[src/rtl/rr_reg_arbiter_pkg.sv]
// Shared constants and helpers for the round-robin register write arbiter.
// Imported by the interface, the pick sub-module and the top level.
package rr_reg_arbiter_pkg;

    localparam int N_DEF = 4;
    localparam int W_DEF = 8;

    // Upper bounds for the generic slice helper; N is limited to 2..8.
    localparam int MAX_N = 8;
    localparam int MAX_W = 64;

    // Index width for ptr and last_id; a 2-requester arbiter still needs one bit.
    function automatic int idx_w(input int n);
        return (n <= 2) ? 1 : $clog2(n);
    endfunction

    // Returns requester i's data word (width w) from a packed bus, LSB-aligned.
    function automatic logic [MAX_W-1:0] din_slice(
        input logic [MAX_N*MAX_W-1:0] din,
        input int                     i,
        input int                     w
    );
        return MAX_W'(din >> (i * w));
    endfunction

endpackage

[src/rtl/rr_reg_arbiter_if.sv]
// Requester-side bus of the round-robin register arbiter: requests and data in,
// grant/ack and the shared register state out.
interface rr_reg_arbiter_if
    import rr_reg_arbiter_pkg::*;
#(
    parameter int N      = N_DEF,
    parameter int DATA_W = W_DEF
);
    localparam int IW = idx_w(N);

    logic [N-1:0]        req;
    logic [N*DATA_W-1:0] din;
    logic [N-1:0]        gnt;
    logic [DATA_W-1:0]   Q;
    logic                valid;
    logic [IW-1:0]       last_id;

    modport master (
        output req, din,
        input  gnt, Q, valid, last_id
    );

    modport slave (
        input  req, din,
        output gnt, Q, valid, last_id
    );

endinterface

[src/rtl/rr_reg_arbiter_pick.sv]
// Combinational round-robin winner selection: rotate the eligible vector so ptr
// sits at bit 0, take the lowest set bit, then map that position back.
module rr_pick
    import rr_reg_arbiter_pkg::*;
#(
    parameter int N  = N_DEF,
    parameter int IW = idx_w(N)
) (
    input  logic [N-1:0]  elig,
    input  logic [IW-1:0] ptr,
    output logic [IW-1:0] win,
    output logic          any
);

    logic [N-1:0]  rot;
    logic [IW-1:0] first;
    logic          found;
    int            src;
    int            sum;

    always_comb begin
        rot   = '0;
        first = '0;
        found = 1'b0;
        src   = 0;
        sum   = 0;

        for (int i = 0; i < N; i++) begin
            src = i + int'(ptr);
            if (src >= N) src = src - N;
            rot[i] = elig[src];
        end

        for (int i = 0; i < N; i++) begin
            if (!found && rot[i]) begin
                first = IW'(i);
                found = 1'b1;
            end
        end

        // Rotated position i corresponds to requester (i + ptr) mod N.
        sum = int'(first) + int'(ptr);
        if (sum >= N) sum = sum - N;
        win = IW'(sum);
    end

    assign any = |elig;

endmodule

[src/rtl/rr_reg_arbiter.sv]
// Round-robin write arbiter in front of a shared W-bit register: one winner per
// cycle loads its data, receives a one-cycle grant, and the pointer moves past it.
import rr_reg_arbiter_pkg::*;

module rr_reg_arbiter #(
    parameter int N      = N_DEF,
    parameter int DATA_W = W_DEF
) (
    input  logic             clk,
    input  logic             rst,
    rr_reg_arbiter_if.slave  bus
);

    localparam int IW = idx_w(N);

    logic [N-1:0]             gnt_p1;
    logic [DATA_W-1:0]        q_p1;
    logic                     vld_p1;
    logic [IW-1:0]            last_p1;
    logic [IW-1:0]            ptr_p1;

    logic [N-1:0]             elig_p0;
    logic [N-1:0]             onehot_p0;
    logic [IW-1:0]            win_p0;
    logic                     any_p0;
    logic [IW-1:0]            ptr_nxt_p0;
    logic [MAX_N*MAX_W-1:0]   din_ext_p0;
    logic [MAX_W-1:0]         slice_p0;
    logic [DATA_W-1:0]        data_p0;
    logic                     unused_slice_p0;

    // ---- p0: eligibility, winner pick and data select ----
    // The requester acked this cycle is masked so it can drop req without a second grant.
    assign elig_p0 = bus.req & ~gnt_p1;

    rr_pick #(
        .N  (N),
        .IW (IW)
    ) u_pick (
        .elig (elig_p0),
        .ptr  (ptr_p1),
        .win  (win_p0),
        .any  (any_p0)
    );

    always_comb begin
        din_ext_p0                  = '0;
        din_ext_p0[N*DATA_W-1:0]    = bus.din;
        slice_p0                    = din_slice(din_ext_p0, int'(win_p0), DATA_W);
        data_p0                     = slice_p0[DATA_W-1:0];

        onehot_p0                   = '0;
        onehot_p0[win_p0]           = 1'b1;

        ptr_nxt_p0 = (int'(win_p0) == N - 1) ? '0 : win_p0 + 1'b1;
    end

    assign unused_slice_p0 = ^slice_p0;

    // ---- p1: shared register, grant and bookkeeping ----
    always_ff @(posedge clk) begin
        if (rst) begin
            gnt_p1  <= '0;
            q_p1    <= '0;
            vld_p1  <= 1'b0;
            last_p1 <= '0;
            ptr_p1  <= '0;
        end else if (any_p0) begin
            gnt_p1  <= onehot_p0;
            q_p1    <= data_p0;
            vld_p1  <= 1'b1;
            last_p1 <= win_p0;
            ptr_p1  <= ptr_nxt_p0;
        end else begin
            gnt_p1  <= '0;
        end
    end

    assign bus.gnt     = gnt_p1;
    assign bus.Q       = q_p1;
    assign bus.valid   = vld_p1;
    assign bus.last_id = last_p1;

    a_gnt_onehot0: assert property (@(posedge clk) $onehot0(gnt_p1));

    a_gnt_no_repeat: assert property (@(posedge clk) disable iff (rst)
        (gnt_p1 & $past(gnt_p1)) == '0);

    a_q_only_on_grant: assert property (@(posedge clk) disable iff (rst)
        (!$past(rst) && (q_p1 != $past(q_p1))) |-> (gnt_p1 != '0));

    a_ptr_in_range: assert property (@(posedge clk) int'(ptr_p1) < N);

endmodule

[src/flat_wrapper.sv]
// flat-port wrapper written by rule: the top's interface ports become plain ports
module rr_reg_arbiter_flat 
#(
    parameter int N      = N_DEF,
    parameter int DATA_W = W_DEF
)
  (clk, rst, bus_req, bus_din, bus_gnt, bus_Q, bus_valid, bus_last_id);
  rr_reg_arbiter_if #(.N(N), .DATA_W(DATA_W)) bus_i ();
  input  logic clk;
  input  logic rst;
  input wire logic [$bits(bus_i.req)-1:0] bus_req;
  input wire logic [$bits(bus_i.din)-1:0] bus_din;
  output wire logic [$bits(bus_i.gnt)-1:0] bus_gnt;
  output wire logic [$bits(bus_i.Q)-1:0] bus_Q;
  output wire logic [$bits(bus_i.valid)-1:0] bus_valid;
  output wire logic [$bits(bus_i.last_id)-1:0] bus_last_id;
  assign bus_i.req = bus_req;
  assign bus_i.din = bus_din;
  assign bus_gnt = bus_i.gnt;
  assign bus_Q = bus_i.Q;
  assign bus_valid = bus_i.valid;
  assign bus_last_id = bus_i.last_id;
  rr_reg_arbiter #(.N(N), .DATA_W(DATA_W)) u_core (.clk(clk), .rst(rst), .bus(bus_i));
endmodule
[config.mk]
export PLATFORM = sky130hd
export DESIGN_NAME = rr_reg_arbiter_flat
export DESIGN_NICKNAME = d
export VERILOG_FILES = /design/src/rtl/rr_reg_arbiter_pkg.sv /design/src/rtl/rr_reg_arbiter_if.sv /design/src/rtl/rr_reg_arbiter_pick.sv /design/src/rtl/rr_reg_arbiter.sv /design/src/flat_wrapper.sv
export SDC_FILE = /design/constraint.sdc
export NUM_CORES = 1
export LEC_CHECK = 0
export CORE_ASPECT_RATIO = 0.7
export CORE_UTILIZATION = 40
export CTS_CLUSTER_DIAMETER = 100
export CTS_CLUSTER_SIZE = 24
export DETAILED_ROUTE_END_ITERATION = 12
export GPL_ROUTABILITY_DRIVEN = 0
export HOLD_SLACK_MARGIN = 0.1
export PLACE_DENSITY = 0.73
export SYNTH_ARGS = -nofsm -noshare
export SYNTH_HDL_FRONTEND = slang
export SYNTH_SLANG_ARGS = --single-unit
[constraint.sdc]
create_clock -name clk -period 2.8 [get_ports clk]
set_input_delay 0.7 -clock clk [delete_from_list [all_inputs] [get_ports clk]]
set_output_delay 0.7 -clock clk [all_outputs]
set_load 0.005 [all_outputs]
# Word-level counts from Yosys, hierarchy flattened
# Index checks and enable logic that the tools add are counted.
[classes]
n_addsub = 10
n_mul = 0
n_div = 0
magnitude_cmp = 11
n_eq_ne = 1
shift = 1
muxes = 26
n_bitwise = 3
n_reduce_logical = 9
[ops]
columns = ["op", "n"]
rows = [
  ["$lt 32x4->1 const B", 4],
  ["$mux 32", 4],
  ["$shr 32x5->8", 1],
  ["$mux 1", 13],
  ["$ge 3x3->1 const B", 4],
  ["$sub 3x3->4 const B", 3],
  ["$bmux 1 s2", 4],
  ["$mux 2", 4],
  ["$add 2x2->3 const A", 2],
  ["$and 4x4->4", 1],
  ["$logic_and 1x1->1", 4],
  ["$not 4->4", 1],
  ["$reduce_or 4->1", 1],
  ["$sub 2x3->4 const B", 1],
  ["$add 1x2->3 const A", 1],
  ["$add 2x2->3", 1],
  ["$ge 2x3->1 const B", 1],
  ["$logic_not 1->1", 3],
  ["$lt 2x3->1 const B", 1],
  ["$add 2x1->2 const B", 1],
  ["$demux 1 s2", 1],
  ["$eq 2x1->1 const B", 1],
  ["$ge 2x1->1 const B", 1],
  ["$reduce_or 2->1", 1],
  ["other kinds (2)", 2],
]
[word_totals]
ff_bits = 17
latch_bits = 0
ramBits = 0
rom_bits = 0
inputBits = 38
wordCells = 66
memories = 0

# Depth between registers and ports, before layout
[logic_depth]
ltp_word = 22
mapped_depth = 11
depth_no_buf = 10

# By module
# From an unflattened synthesis, not the netlist that was laid out.
[hier_totals]
cells_unflattened = 110
area_unflattened_um2 = 1074.8
[modules_own_cells]
columns = ["module", "instances", "cells_per_inst", "area_per_inst_um2"]
rows = [
  ["rr_reg_arbiter", 1, 82, 884.6],
  ["rr_pick", 1, 28, 190.2],
]

# Least setup slack after synthesis
# Ideal clock, no wire load.
[synth_path]
path_kind = "input to register"
start = "input port bus_req[2]"
end = "register u_core.ptr_p1[1]"
setup_ps = 86
arrival_ps = 2895
required_time_ps = 2714
slack_ps = -181
cell_stages = 11
path_buffers = 2
cell_sequence = "nor2b_4 > buf_6 > o311a_1 > o211ai_1 > ha_1 > xor2_2 > buf_2 > nand3_2 > and2_1 > ha_1 > a211oi_1"
[synth_between]
elab_chain_len = 19
elab_cells_between_ends = 33
cone_classes = "add/sub (3); order compare (1); eq/ne (1); mux (20); bitwise (1); reduce/logical (7)"
[synth_rtl]
columns = ["item", "line", "rtl"]
rows = [
  ["from (decl)", "flat_wrapper.sv:11", "input wire logic [$bits(bus_i.req)-1:0] bus_req;"],
  ["$and 4x4->4 (*)", "rr_reg_arbiter.sv:34", "assign elig_p0 = bus.req & ~gnt_p1;"],
  ["$bmux 1 s2", "rr_reg_arbiter_pick.sv:31", "rot[i] = elig[src];"],
  ["$mux 1 (not written as such) (2 in a row)", "rr_reg_arbiter_pick.sv:31", ""],
  ["$mux 1", "rr_reg_arbiter_pick.sv:35", "if (!found && rot[i]) begin"],
  ["$logic_not 1->1", "rr_reg_arbiter_pick.sv:35", ""],
  ["$logic_and 1x1->1", "rr_reg_arbiter_pick.sv:35", ""],
  ["$mux 1", "rr_reg_arbiter_pick.sv:35", ""],
  ["$logic_not 1->1", "rr_reg_arbiter_pick.sv:35", ""],
  ["(+2 left out)", "-", ""],
  ["$logic_not 1->1", "rr_reg_arbiter_pick.sv:35", ""],
  ["$logic_and 1x1->1", "rr_reg_arbiter_pick.sv:35", ""],
  ["$mux 2", "rr_reg_arbiter_pick.sv:35", ""],
  ["$add 2x2->3", "rr_reg_arbiter_pick.sv:42", "sum = int'(first) + int'(ptr);"],
  ["$ge 3x3->1 / $sub 2x1->2 (equally long branches)", "rr_reg_arbiter_pick.sv:43", "if (sum >= N) sum = sum - N;"],
  ["$mux 2", "rr_reg_arbiter_pick.sv:43", ""],
  ["$add 2x1->2 / $eq 2x1->1 (equally long branches)", "rr_reg_arbiter.sv:55", "ptr_nxt_p0 = (int'(win_p0) == N - 1) ? '0 : win_p0 + 1'b1;"],
  ["$mux 2", "rr_reg_arbiter.sv:55", ""],
  ["to (signal assigned)", "rr_reg_arbiter.sv:73", "ptr_p1 <= ptr_nxt_p0;"],
  ["to (decl)", "rr_reg_arbiter.sv:20", "logic [IW-1:0] ptr_p1;"],
]
# Mark *: on every way between the ends. The rest lies on a longest branch, timed or not. The select of a mux whose other input is x is not followed.
# A chain may end at the register's enable or synchronous reset.

==> impl_metrics.py <==
metrics = {
    "run_status": {
        "status": "finished clean",
    },
    "floorplanning": {
        "die_h_um": 51.19,
        "start_util": 0.4305,
        "dieArea_um2": 3700,
        "ioPinCount": 53,
        "die_w_um": 72.27,
        "fp.coreArea_um2": 3212,
        "rows": 17,
    },
    "critical_path": {
        "path_cells": "dlygate4sd2_1 -> nand2b_4 -> o311a_1 -> o211ai_1 -> ha_4 -> buf_12 -> mux2_4 -> nand2_1 -> a21oi_1 -> nor3_1 -> o21ai_1",
        "cp_top_family": "compound AO/OA/AOI/OAI gates",
        "crit_end": "u_core.bus.Q[7]$_SDFFE_PP0N_",
        "end_kind": "flop",
        "cpPeakStageDelay_ps": 330,
        "cp.depth": 11,
        "critical_path_peak_fanout": 7,
        "cp_slowest_cell": "o311a_1",
        "crit_arrival_ps": 2850,
        "r2r-start": "u_core.ptr_p1[0]$_SDFFE_PP0N_",
        "crit_start": "bus_req[3]",
        "cp.required_ps": 2950,
        "r2r_end": "u_core.bus.Q[7]$_SDFFE_PP0N_",
        "worstSetupPathType": "in -> reg",
        "ff2ff_path_depth": 10,
        "r2r_setup_slack_ps": 280,
        "critical_path_buf_inv_count": 2,
        "cp-start-kind": "input pin",
    },
    "cts": {
        "cts_hold_buf": 0,
        "cts_max_level": 1,
        "clock-sinks": 17,
        "cts_buffers": 3,
        "clk_latency_ps": 270,
        "cts_buffer_depth": 2,
        "cts_tree": "done",
        "cts-root-buf": "clkbuf_8",
        "clkTransAtPathRegs_ps": 70,
    },
    "global_routing": {
        "grt_max_degree": 18,
        "grt_pass1_vias": 1619,
        "grt_pass1_wl_mm": 7.376,
        "antenna_found_initial": 0,
        "overflow": 0,
        "track_usage": 0.2631,
    },
    "yosys": {
        "async_flop_share": 0,
        "syn_nets": 216,
        "yosysUniqueCellTypes": 43,
        "synth_seq_area_share": 0.2462,
        "ys.flop_type": "dfxtp_1",
        "syn_area_um2": 1383,
        "synth_edf_count": 0,
        "syn_area_per_cell_um2": 7.856,
        "synth_cells": 176,
        "ys_seq_elements": 17,
        "yosys_warnings": 0,
    },
    "pwr": {
        "power_density_nw_per_um2": 1226,
        "leakagePower_nw": 0.9241,
        "max-vdd-ir-drop_mv": 0.5359,
    },
    "finish": {
        "antenna_cells": 0,
        "nNetsFinal": 291,
        "final_util": 0.7055,
        "stdcell_count": 297,
        "drive_gt1_frac": 0.2760,
        "area_delta_synth_final_pct": 63.89,
    },
    "timing": {
        "fin_hold_ws_ps": 450.5,
        "finalSetupTns_ps": 0,
        "slew_headroom": 0.5436,
        "hold_violations": 0,
        "fin_skew_ps": 4.442,
        "worst_pin_slew_ps": 682.1,
        "slew_violations": 0,
        "min_period_over_period": 0.9621,
        "setup_viol": 0,
        "fmax_mhz": 371.2,
        "rsz0062_at_grt": "no",
        "setup_slack_ps": 106.2,
        "fin_crit_ps": 2694,
    },
    "place": {
        "place.port_buffers": 52,
        "place_ws_ps": -357.7,
        "post-dp-hpwl_mm": 3.498,
        "dp_cells": 289,
    },
    "routing": {
        "vias": 1637,
        "wirelength_mm": 4.776,
        "via_per_inst": 5.512,
        "drt-wirelength-per-cell_um": 16.08,
        "drc_errors": 0,
        "drt_iter0_markers": 158,
        "ant_nets": 0,
        "first_pass_iters": 6,
    },
    "min_path": {
        "hold_path_class": "reg -> reg",
        "hold_path.startpoint": "u_core.bus.Q[0]$_SDFFE_PP0N_",
    },
    "job": {
        "max-cap-violations": 0,
    },
}
state kept, by name, summed over array words and instances, names as in the netlist:
name	cells
u_core.bus.Q	8
u_core.bus.gnt	4
u_core.bus.last_id	2
u_core.ptr_p1	2
u_core.bus.valid	1
metal layers:
metal	global-route usage	share of wire
met1	0.3078	0.42
met3	0.06312	0.080
met2	0.4673	0.48
met5	0	0
met4	0.09804	0.014
tightest hold or removal path, stage by stage, from the launching register on:
cell and delay, ps:
dfxtp_1 310, nand2_1 50, o21ai_1 50
how the worst min path moves through the flow:
stage / endpoint / slack, ps / cells past startpoint
finish: u_core.bus.Q[0]$_SDFFE_PP0N_ / 450 / 2
CTS: u_core.bus.Q[0]$_SDFFE_PP0N_ / 460 / 2
floorplan: u_core.bus.Q[0]$_SDFFE_PP0N_ / 440 / 2
global route: u_core.bus.Q[7]$_SDFFE_PP0N_ / 480 / 2
global placement: u_core.bus.Q[5]$_SDFFE_PP0N_ / 440 / 2
detailed placement: u_core.bus.Q[5]$_SDFFE_PP0N_ / 450 / 2
area by class of cell:
cell class / instances / area (um2)
Timing Repair Buffer: 81 / 765.7
Sequential cell: 17 / 340.3
Clock buffer: 3 / 41.29
Multi-Input combinational cell: 146 / 1045
Fill cell: 236 / 945.9
Inverter: 2 / 7.507
Clock inverter: 1 / 7.507
Tap cell: 47 / 58.81
cell usage in the layout (no fill, tap or decap), types with 2 or more instances in the layout:
cell	count
a211oi_1	3
a21oi_1	25
and3_1	2
buf_4	27
clkbuf_8	3
clkdlybuf4s50_1	48
dfxtp_1	17
dlygate4sd2_1	2
ha_4	2
inv_1	2
mux2_2	10
mux2_4	6
nand2_1	41
nand2b_1	2
nand2b_4	2
nand3_1	2
nor2_1	7
nor3_1	7
nor3_2	2
o2111ai_1	3
o21ai_1	8
o21ai_2	2
cell usage after synthesis, types with 2 or more instances:
| master | count | area (um2) |
|---|---|---|
| nand2b_1 | 3 | 18.77 |
| o21ai_2 | 2 | 17.52 |
| dfxtp_1 | 17 | 340.3 |
| nand3_1 | 2 | 10.01 |
| buf_4 | 2 | 15.01 |
| a21oi_1 | 25 | 125.1 |
| o2111ai_1 | 3 | 26.28 |
| buf_2 | 5 | 25.02 |
| nor3_1 | 8 | 40.04 |
| inv_1 | 2 | 7.510 |
| mux2_2 | 16 | 180.2 |
| and3_1 | 2 | 12.51 |
| o21ai_1 | 8 | 40.04 |
| a211oi_1 | 3 | 22.52 |
| nand2_1 | 41 | 153.9 |
| buf_6 | 3 | 33.78 |
| ha_1 | 2 | 25.02 |
| nor2_1 | 7 | 26.28 |
cell families (layout without fill, tap and decap cells):
kind of cell    Yosys count  after routing  synth area share
compound gates           53             53            0.2616
xor+xnor                  2              2           0.02354
fa+ha+maj                 2              2           0.01810
buf+inv                  13             87           0.06153
flops                    17             17            0.2462
mux                      17             17            0.1376
simple gates             72             72            0.2516
power breakdown:
group          internal [mW]  switching, mW
logic                   1.16          0.980
registers              0.350         0.0880
clock network          0.101          0.103
total                   1.61           1.17
stage by stage:
step	cell area, um2	power [mW]
2_1_floorplan	1431	1.657
3_5_place_dp	2121	2.297
5_1_grt	2266	2.961
4_1_cts	2215	2.664
6_report	2266	2.778
3_3_place_gp	2121	2.195
repair_timing:
item	in CTS	in global routing
setup buffers	1	2
pin swaps	5	7
endpoints found under the setup margin	9	9
resized for setup	6	11
gates cloned	1	0
Note: power is estimated with default switching activity, not from simulation.
==> edit (config.mk and constraints unchanged) <==
Change the package constant `W_DEF` from 8 to 6.
--- a/src/rtl/rr_reg_arbiter_pkg.sv
+++ b/src/rtl/rr_reg_arbiter_pkg.sv
@@ -3,7 +3,7 @@
 package rr_reg_arbiter_pkg;
 
     localparam int N_DEF = 4;
-    localparam int W_DEF = 8;
+    localparam int W_DEF = 6;
 
     // Upper bounds for the generic slice helper; N is limited to 2..8.
     localparam int MAX_N = 8;
Ports: changed (resized bus_Q and bus_din); port bits go from 53 to 43. The function was not compared with the original's and may differ.
==> edit against the original RTL <==
Critical path depth did not move. Synthesized area is 32% lower. Sequential cell count is 2 lower. Total power down 43%. Routed wire length decreased by 44%. Setup slack got worse by 41 ps. Clock power is 35% lower. Cell area shrank 31%. Cell count shrank 34%. Critical endpoint is now u_core.bus.Q[0]$_SDFFE_PP0N_. Largest cell class unchanged. Highest routed layer unchanged.
==> edit: results <==
[route]
totalWireLength_mm = 2.68
dr.pass1.iters = 4
via_count = 1032
dr.first_iter.drc_count = 49

[layout]
fill_cells = 197
n_all_buffers = 59
bufAreaShareNonClock_pct = 35.4
largest_reg_flops = 6
drive_above_1_share_pct = 21.5
clk_share_pct = 1.93
multi_input_area_um2 = 624
seq-cell-share_pct = 19.3
inverters = 3
num-multi-input-gates = 82
nNetsFinal = 196

[yosys]
synth_cell_types = 34
synth_seq_area_share_pct = 31.8
syn_nets = 137
synth_seq_cells = 15
yosys-top-cells-area = dfxtp_1 (32%), mux2i_1 (13%), a32o_1 (6.4%), nand3_1 (4.2%), o21ai_1 (3.7%)
ys_top_cells_by_count = dfxtp_1 (15), mux2i_1 (12), nand3_1 (8), o21ai_1 (7)

[clocking]
clock-root-buffer = clkbuf_4
clk_latency_ps = 290
clk_pin_slew_worst_paths_ps = 100

[global_routing]
grt.total_usage_pct = 23.6
grt_max_degree = 12
grt_pass1_vias = 990
grt_pass1_wl_mm = 4.43

[sta]
holdWs_ps = 474
finalCriticalPeriod_ps = 2730
slew_headroom_pct = 51.0
fin_skew_ps = 1.04

[place]
placed_cell_area_um2 = 1500
dp_hpwl_mm = 2.15
pre_cts_slack_ps = -305
numPortBuffers = 42

[worst_setup_path]
reg2reg_depth = 8
r2r-start = u_core.ptr_p1[0]$_SDFFE_PP0N_
arrival_ps = 2920
r2r-end = u_core.bus.Q[4]$_SDFFE_PP0N_
path_max_fanout = 6
crit_end = u_core.bus.Q[0]$_SDFFE_PP0N_
r2r_slack_ps = 570

[power_and_ir_drop]
p_leak_nw = 0.634
irDropWorstVdd_mv = 0.521

[floorplanning]
core_um2 = 2190

[min_path]
min_path_type = register to register
hold_end = u_core.bus.Q[1]$_SDFFE_PP0N_
hold_path_depth = 1
hp-start = u_core.bus.Q[1]$_SDFFE_PP0N_

[run_status]
outcome = finished, final reports clean
edit: changes by cell type after synthesis, moves of 3 or more:
cell,change
a32o_1,+6
nand2_1,-35
buf_2,-4
a21oi_1,-22
a211oi_1,-3
mux2_2,-16
nor3_1,-3
o21ai_0,+4
nand3_1,+6
mux2i_1,+11
edit: critical path, stage by stage:
cell             delay [ps]
clkdlybuf4s50_1         470
or2b_4                  280
nor3_1                  200
a311oi_2                 80
o21ai_1                 170
ha_2                    240
inv_1                    90
a21oi_4                 200
buf_4                   160
o21ai_1                  80
a32o_1                  260
edit: kinds of logic after synthesis:
logic type | Yosys count | share of synthesized area, %
AOI/OAI and AO/OA | 29 | 23.3
adders and majority gates | 2 | 2.65
buffers and inverters | 8 | 4.11
DFF | 15 | 31.8
muxes | 12 | 12.7
and+or+nand+nor | 39 | 25.4
edit: metal layers:
| metal | share of wire [%] | track usage, % |
|---|---|---|
| met3 | 6.0 | 5.49 |
| met2 | 48 | 37.3 |
| met4 | 0.86 | 7.44 |
| met5 | 0 | 0 |
| met1 | 45 | 31.5 |
edit: what timing repair did:
action	CTS	global route
buffers inserted	0	1
gates resized for setup	0	7
endpoints found under the setup margin	0	10
edit: where the power goes:
group          internal, mW  total (mW)  switching, mW
logic                 0.604        1.07          0.466
registers             0.298       0.374         0.0769
clock network        0.0543       0.132         0.0776
total                 0.956        1.58          0.621
edit: stage by stage:
| step | TNS, ps | power (mW) | std cells | util (%) |
|---|---|---|---|---|
| after global placement | -1670 | 1.38 | 190 | 68.4 |
| final | 0 | 1.58 | 195 | 71.1 |
| after floorplan | 0 | 0.974 | 105 | - |
| after detailed placement | -2450 | 1.41 | 190 | 68.4 |
| after global routing | -5.55 | 1.70 | 195 | 71.1 |
| after CTS | 0 | 1.55 | 194 | 69.8 |
